==> config.mk <==
export PLATFORM = sky130hd
export DESIGN_NAME = score_display
export DESIGN_NICKNAME = d
export VERILOG_FILES = /design/src/rtl/score_display.sv
export SDC_FILE = /design/constraint.sdc
export NUM_CORES = 1
export LEC_CHECK = 0
export BUFFER_PORTS_ARGS = -buffer_cell sky130_fd_sc_hd__buf_2
export CAP_MARGIN = 20
export CELL_PAD_IN_SITES_DETAIL_PLACEMENT = 2
export CELL_PAD_IN_SITES_GLOBAL_PLACEMENT = 2
export CORE_ASPECT_RATIO = 0.7
export CORE_MARGIN = 3
export CORE_UTILIZATION = 30
export CTS_CLUSTER_SIZE = 16
export DETAILED_ROUTE_END_ITERATION = 7
export PLACE_DENSITY = 0.69
export SYNTH_ARGS = -nofsm -noshare
export SYNTH_HDL_FRONTEND = slang
export SYNTH_SLANG_ARGS = --single-unit
==> constraint.sdc <==
create_clock -name clk -period 3.2 [get_ports clk]
set_clock_uncertainty 0.1 [all_clocks]
set_input_delay 0.48 -clock clk [delete_from_list [all_inputs] [get_ports clk]]
set_output_delay 0.48 -clock clk [all_outputs]
set_load 0.1 [all_outputs]
==> src/rtl/score_display.sv <==
`default_nettype none
// ============================================================================
// Module   : score_display
// Brief    : Multiplexed 4-digit seven-segment driver for a 3-digit BCD score.
//            The score is snapshotted once per frame so a frame never tears.
//            Leading zeros are blanked and invalid digits are shown as a dash.
//            Each slot starts with an all-anodes-off guard interval to stop
//            ghosting between digits.
// Revision : 1.0 - initial release
// ============================================================================
module score_display #(
  parameter int SLOT_CYCLES  = 100000,
  parameter int GUARD_CYCLES = 2000
) (
  input  logic       clk,
  input  logic       rst_n,
  input  logic [3:0] ones,
  input  logic [3:0] tens,
  input  logic [3:0] hundreds,
  input  logic       blank,
  output logic [6:0] seg,
  output logic       dp,
  output logic [3:0] an,
  output logic       frame_tick
);

  localparam int             CNT_W     = $clog2(SLOT_CYCLES);
  localparam logic [CNT_W-1:0] CNT_LAST  = CNT_W'(SLOT_CYCLES - 1);
  localparam logic [CNT_W-1:0] GUARD_END = CNT_W'(GUARD_CYCLES);
  localparam logic [6:0]     SEG_BLANK = 7'b1111111;
  localparam logic [6:0]     SEG_DASH  = 7'b0111111;

  logic [CNT_W-1:0] cnt_q, cnt_d;
  logic [1:0]       idx_q, idx_d;
  logic [3:0]       snap_o_q, snap_o_d;
  logic [3:0]       snap_t_q, snap_t_d;
  logic [3:0]       snap_h_q, snap_h_d;
  logic [6:0]       seg_q, seg_d;
  logic [3:0]       an_q, an_d;
  logic             tick_q, tick_d;

  logic             slot_last;
  logic             frame_last;
  logic [3:0]       digit;
  logic             digit_blank;

  // Active-low segment pattern (bit 6 = g ... bit 0 = a) for one BCD value.
  function automatic logic [6:0] encode(input logic [3:0] d);
    logic [6:0] p;
    p = SEG_DASH;
    case (d)
      4'd0: p = 7'b1000000;
      4'd1: p = 7'b1111001;
      4'd2: p = 7'b0100100;
      4'd3: p = 7'b0110000;
      4'd4: p = 7'b0011001;
      4'd5: p = 7'b0010010;
      4'd6: p = 7'b0000010;
      4'd7: p = 7'b1111000;
      4'd8: p = 7'b0000000;
      4'd9: p = 7'b0010000;
      default: p = SEG_DASH;
    endcase
    return p;
  endfunction

  assign slot_last  = (cnt_q == CNT_LAST);
  assign frame_last = slot_last && (idx_q == 2'd3);

  // Pick the snapshot digit for the current slot and decide leading-zero blanking.
  // Only all-zero leading positions blank, so an invalid value is never hidden.
  always_comb begin
    digit       = 4'd0;
    digit_blank = 1'b1;
    case (idx_q)
      2'd0: begin
        digit       = snap_o_q;
        digit_blank = 1'b0;
      end
      2'd1: begin
        digit       = snap_t_q;
        digit_blank = (snap_h_q == 4'd0) && (snap_t_q == 4'd0);
      end
      2'd2: begin
        digit       = snap_h_q;
        digit_blank = (snap_h_q == 4'd0);
      end
      default: begin
        digit       = 4'd0;
        digit_blank = 1'b1;
      end
    endcase
  end

  // Next-state for scan counters, frame snapshot and the registered outputs.
  always_comb begin
    cnt_d    = cnt_q + 1'b1;
    idx_d    = idx_q;
    snap_o_d = snap_o_q;
    snap_t_d = snap_t_q;
    snap_h_d = snap_h_q;
    if (slot_last) begin
      cnt_d = '0;
      idx_d = idx_q + 1'b1;
    end
    // Capture at the frame boundary so the whole next frame shows one score.
    if (frame_last) begin
      snap_o_d = ones;
      snap_t_d = tens;
      snap_h_d = hundreds;
    end

    seg_d = digit_blank ? SEG_BLANK : encode(digit);
    if ((cnt_q < GUARD_END) || blank || digit_blank) begin
      an_d = 4'b1111;
    end else begin
      an_d = ~(4'b0001 << idx_q);
    end
    // Registered off the last cycle of slot 3 so the pulse lines up with
    // the first cycle of slot 0 and never fires straight out of reset.
    tick_d = frame_last;
  end

  // State and output registers; reset forces all anodes and segments off at once.
  always_ff @(posedge clk or negedge rst_n) begin
    if (!rst_n) begin
      cnt_q    <= '0;
      idx_q    <= 2'd0;
      snap_o_q <= 4'd0;
      snap_t_q <= 4'd0;
      snap_h_q <= 4'd0;
      seg_q    <= SEG_BLANK;
      an_q     <= 4'b1111;
      tick_q   <= 1'b0;
    end else begin
      cnt_q    <= cnt_d;
      idx_q    <= idx_d;
      snap_o_q <= snap_o_d;
      snap_t_q <= snap_t_d;
      snap_h_q <= snap_h_d;
      seg_q    <= seg_d;
      an_q     <= an_d;
      tick_q   <= tick_d;
    end
  end

  assign seg        = seg_q;
  assign an         = an_q;
  assign frame_tick = tick_q;
  assign dp         = 1'b1;

endmodule
`default_nettype wire

# After elaboration in Yosys (flattened, before gate mapping)
# Memories as Yosys holds them, arrays and structs flattened.
# Cells that the tools add are included.
[word_totals] reg_bits=43 in_bits=15 mem_bits_ro=112 n_memories=1 elab_cells=30 out_inout_bits=13
[memory_table] name="(no name shown)" depth=16 word_bits=7 rd=1 rd_clocked_by_memory_dff=0 wr=0 line="51" text="case (d)"
[classes] muxes=5 n_lt_le_gt_ge=1 bitwise=1 addsub=2 shifts=1 eq_ne=4 n_reduce_logical=7
[op_table] op="adder 17 x 1 -> 17 bit (second input constant)" count=1
[op_table] op="== test 17 bit (second input constant)" count=1
[op_table] op="less-than comparator 17 x 11 -> 1 bit (second input constant)" count=1
[op_table] op="2-to-1 mux 17 bit" count=1
[op_table] op="case mux 4 bit (3 select lines)" count=1
[op_table] op="zero test 4 bit" count=2
[op_table] op="2-to-1 mux 7 bit" count=1
[op_table] op="== test 2 bit (second input constant)" count=2
[op_table] op="2-to-1 mux 4 bit" count=1
[op_table] op="inverter 4 bit" count=1
[op_table] op="<< shifter 1 x 2 -> 4 bit (first input constant)" count=1
[op_table] op="case mux 1 bit (3 select lines)" count=1
[op_table] op="adder 2 x 1 -> 2 bit (second input constant)" count=1
[op_table] op="== test 2 x 1 -> 1 bit (second input constant)" count=1
[op_table] op="logical AND 1 bit" count=2
[op_table] op="zero test 2 bit" count=1
[op_table] op="logical OR 1 bit" count=2

# Depth between registers and ports, before layout
[depth] depth_word=5 ltp_mapped=9 depth_no_buf=9

# Least setup slack after synthesis
# No wires, ideal clock.
[synth_timing] path_type="register -> register" startpoint="register cnt_q[11]" endpoint="register snap_h_q[0]" n_path_buf=1 synth_period_minus_slack_ns=2.188 setup_slack_ns=1.012 required_time_ns=2.975 arrival_time_ns=1.963 stages_incl_launch_ff=6 setup_time_ns=0.125 path_cell_list="dfrtp_1 -> or4_4 -> nor4_4 -> nand2_2 -> buf_6 -> mux2_4"
[synth_between] elab_chain_cells=2
[synth_lines] element="from (decl)" line="33" text="logic [CNT_W-1:0] cnt_q, cnt_d;"
[synth_lines] element="from (signal assigned)" line="136" text="cnt_q <= cnt_d;"
[synth_lines] element="== test 17 bit" line="67" text="assign slot_last = (cnt_q == CNT_LAST);"
[synth_lines] element="logical AND 1 bit" line="68" text="assign frame_last = slot_last && (idx_q == 2'd3);"
[synth_lines] element="to (signal assigned)" line="140" text="snap_h_q <= snap_h_d;"
[synth_lines] element="to (decl)" line="37" text="logic [3:0] snap_h_q, snap_h_d;"
# Every way passes these cells.
# A chain may end at the register's enable or synchronous reset.

# Worst setup path in the final report
[layout_timing] startpoint="register cnt_q[11]" endpoint="register snap_t_q[2]"
[layout_between] elab_chain_cells=2
[layout_lines] element="== test 17 bit" line="67"
[layout_lines] element="logical AND 1 bit" line="68"
[layout_lines] element="to (signal assigned)" line="139" text="snap_t_q <= snap_t_d;"
[layout_lines] element="to (decl)" line="36" text="logic [3:0] snap_t_q, snap_t_d;"
# Every way passes these cells.

==> key figures <==
Outcome
  • Result of the run: finished clean

Route
  • DR WL/cell: 17.2 um
  • Aggregate routed wire length: 5.26 mm
  • Residual DRC: 0
  • Number of iterations in the first detailed-routing pass: 4
  • Via count normalized by instance count: 4.95
  • Number of DRC markers in iteration 0: 88
  • Overall via count from detail_route: 1510
  • Remaining antenna violation count: 0

Global routing
  • Total routing usage reported by global routing: 14.1%
  • Via count of the first global-routing pass: 1524
  • Number of antenna violations at the first check in global routing: 0
  • Largest net degree at the start of global routing: 44
  • First-pass GRT wire length: 8.80 mm
  • Remaining Overflow, GRT: 0

Synthesis
  • Synthesized instance count: 181
  • Dominant register cell in the synthesized netlist: dfrtp_1
  • Library cells used by synthesis: 38
  • Leading cell types by total area after synthesis: dfrtp_1 38%, dfstp_2 14%, mux2_4 7.1%, ha_1 6.5%, xnor2_1 4.1%
  • Share of Yosys cell area claimed by the top area cell type: 37.9%
  • Netlist area before placement: 0.00211 sq mm
  • Dominant combinational cell family by area after synthesis: simple AND/OR/NAND/NOR gates
  • Avg Cell Area, Syn: 11.7 sq um
  • Register area share after synthesis: 51.5%
  • Xor and xnor area share after synthesis: 6.21%
  • Post-synthesis sequential element count: 43
  • Warnings from Yosys: 0
  • Net count after synthesis: 207
  • Simple-Gate Fraction of Synth Area: 15.7%
  • Synth cell count leaders: 32 x dfrtp_1, 16 x nand2_1, 13 x nor2_1, 11 x dfstp_2, 11 x ha_1
  • Share of synthesized registers carrying an async set or reset: 100%
  • Share of cell area taken by muxes after synthesis: 10.1%
  • Post-synthesis cell type with the largest combined area: dfrtp_1
  • Leading cell type by number of instances after synthesis: dfrtp_1
  • Number of enable flip-flop cells after synthesis: 0
  • Share of synthesized cell area in full adder, half adder and majority cells: 6.51%
  • Fraction of the mapped netlist area in compound gates: 7.28%

Timing
  • Total negative setup slack: 0 ns
  • Hold Fails Final Rpt: 0
  • Final setup slack of the worst path: 0.721 ns
  • Setup repair after global routing missed its margin: false
  • Number of max-slew violations in the final report: 0
  • Final worst path period share: 77.5%
  • Fin crit period: 2.48 ns
  • Worst-margin pin slew: 0.963 ns
  • Max transition margin: 35.8%
  • Min Hold Slack: 0.224 ns
  • Number of setup violations in the final report: 0
  • Fmax achieved: 0.403 GHz

Clock tree
  • Post-CTS setup buffer count: 0
  • TritonCTS Buffers: 5
  • Clock transition time at the flip-flop clock pins of the worst setup and hold paths: 0.09 ns
  • Root buf cell: clkbuf_8
  • Clock H-tree levels: 2
  • Later-pin clock latency in the skew report: 0.30 ns
  • CTS Buffer Depth: 2
  • Clock sinks: 43
  • Cts-stage hold buffer count: 0
  • TritonCTS clock tree: yes
  • Post-CTS Resized: 0

Pwr
  • Power Total: 1.06 mW
  • Largest voltage drop on the vdd net: 0.178 mV
  • Pwr/cell area: 435 mW/mm^2
  • Leak pwr: 1.08 nW

Layout
  • Final design instance area without fill: 0.00245 sq mm
  • Share of the core filled with cells: 37.5%
  • Share of final-layout standard cells stronger than drive strength 1: 30.8%
  • Total number of nets in the final design: 239
  • Relative area change from synthesis to final layout: 15.7%
  • Count of antenna diodes in the layout: 0
  • Non-filler cells, final: 305

Placed design
  • DP HPWL: 3.93 mm
  • Post-Place Cells: 297
  • Number of buffers added on ports: 26
  • Placed cell area: 0.00235 sq mm
  • Dpl ws: 0.676 ns
  • Global placement routability congestion: 0.735

Critical path
  • Crit path arrival time: 2.57 ns
  • Critical path class: flip-flop to flip-flop
  • Worst Path Required: 3.29 ns
  • Endpoint class of the critical path: flip-flop
  • Category of cells accounting for the largest share of critical-path delay: simple AND/OR/NAND/NOR gates
  • Slowest stage cell on the critical path: or4_4
  • CP max FO: 12
  • CP Buf/Inv Count: 0
  • CP max stage delay: 0.59 ns
  • Kind of start point of the critical path: flip-flop
  • CP cell instances: or4_4 -> nor4_4 -> nand2_2 -> mux2_4

Run
  • Max-capacitance violation count: 0

Floorplan
  • Effective utilization at floorplan: 32.5%
  • Number of placement rows: 24
  • Placeable Area: 0.00652 sq mm
  • Num ports: 28
  • Die area: 0.00811 sq mm
  • X dimension of the die: 106 um
  • Die height: 76.2 um

Worst hold path
  • Worst hold path class: input pin to async pin
[worst paths after layout]
| check | start | end | slack, ns | cells past startpoint |
|---|---|---|---|---|
| max | cnt_q[11] | snap_t_q[2] | 0.72 | 4 |
| min | rst_n | snap_o_q[2] | 0.22 | 1 |
| max reg2reg | cnt_q[11] | snap_t_q[2] | 0.72 | 4 |
| min reg2reg | cnt_q[14] | cnt_q[14] | 0.42 | 1 |
| max in group asynchronous | rst_n | cnt_q[5] | 2.17 | 1 |
| min in group clk | tens[3] | snap_t_q[3] | 0.30 | 2 |
[cells in the final DEF (no fill, tap or decap), types with 2 or more instances in the layout]
master and count:
buf_2 26, ha_1 11, mux2_4 10, nand4_1 4, and4_1 2, mux2i_1 3
nand2_1 16, inv_1 7, a222oi_1 4, dfrtp_1 32, nand3_1 7, a21oi_1 5
mux2_2 3, or2_2 2, xnor2_1 10, nor4_1 4, o21ai_0 8, clkbuf_8 6
dfstp_2 11, nor2_1 13, nor3_1 5, xor2_1 5, buf_4 3
[registers in the layout, summed over array words and instances (netlist names)]
| signal | count |
|---|---|
| an | 4 |
| frame_tick | 1 |
| snap_o_q | 4 |
| snap_t_q | 4 |
| cnt_q | 17 |
| snap_h_q | 4 |
| seg | 7 |
| idx_q | 2 |
[per-layer routing]
metal  part of all wire, %  up-vias  GRT usage, %
met2                    39       30          17.6
met4                   1.3        0          4.66
li1                      -      704             -
met5                     0        -             0
met1                    55      770          22.7
met3                   4.1        6          3.90
[cell type report]
cell class / count / area [sq um]
Sequential cell: 43 / 1090
Inverter: 7 / 26.3
Clock inverter: 1 / 5.00
Timing Repair Buffer: 29 / 153
Tap cell: 91 / 114
Fill cell: 710 / 4070
Clock buffer: 7 / 86.3
Multi-Input combinational cell: 127 / 972
[logic make-up after synthesis]
kind of cell,after synthesis
buffers and inverters,11
AOI/OAI and AO/OA,23
and+or+nand+nor,61
other,1
adders and majority gates,11
DFF,43
xor gates and xnor gates,15
muxes,16
[power breakdown]
group	total [mW]	internal [mW]	switching [mW]
Clock	0.367	0.175	0.192
Sequential	0.572	0.563	0.00836
Combinational	0.127	0.0322	0.0943
Total	1.06	0.770	0.295
(Power assumes the default switching activity.)
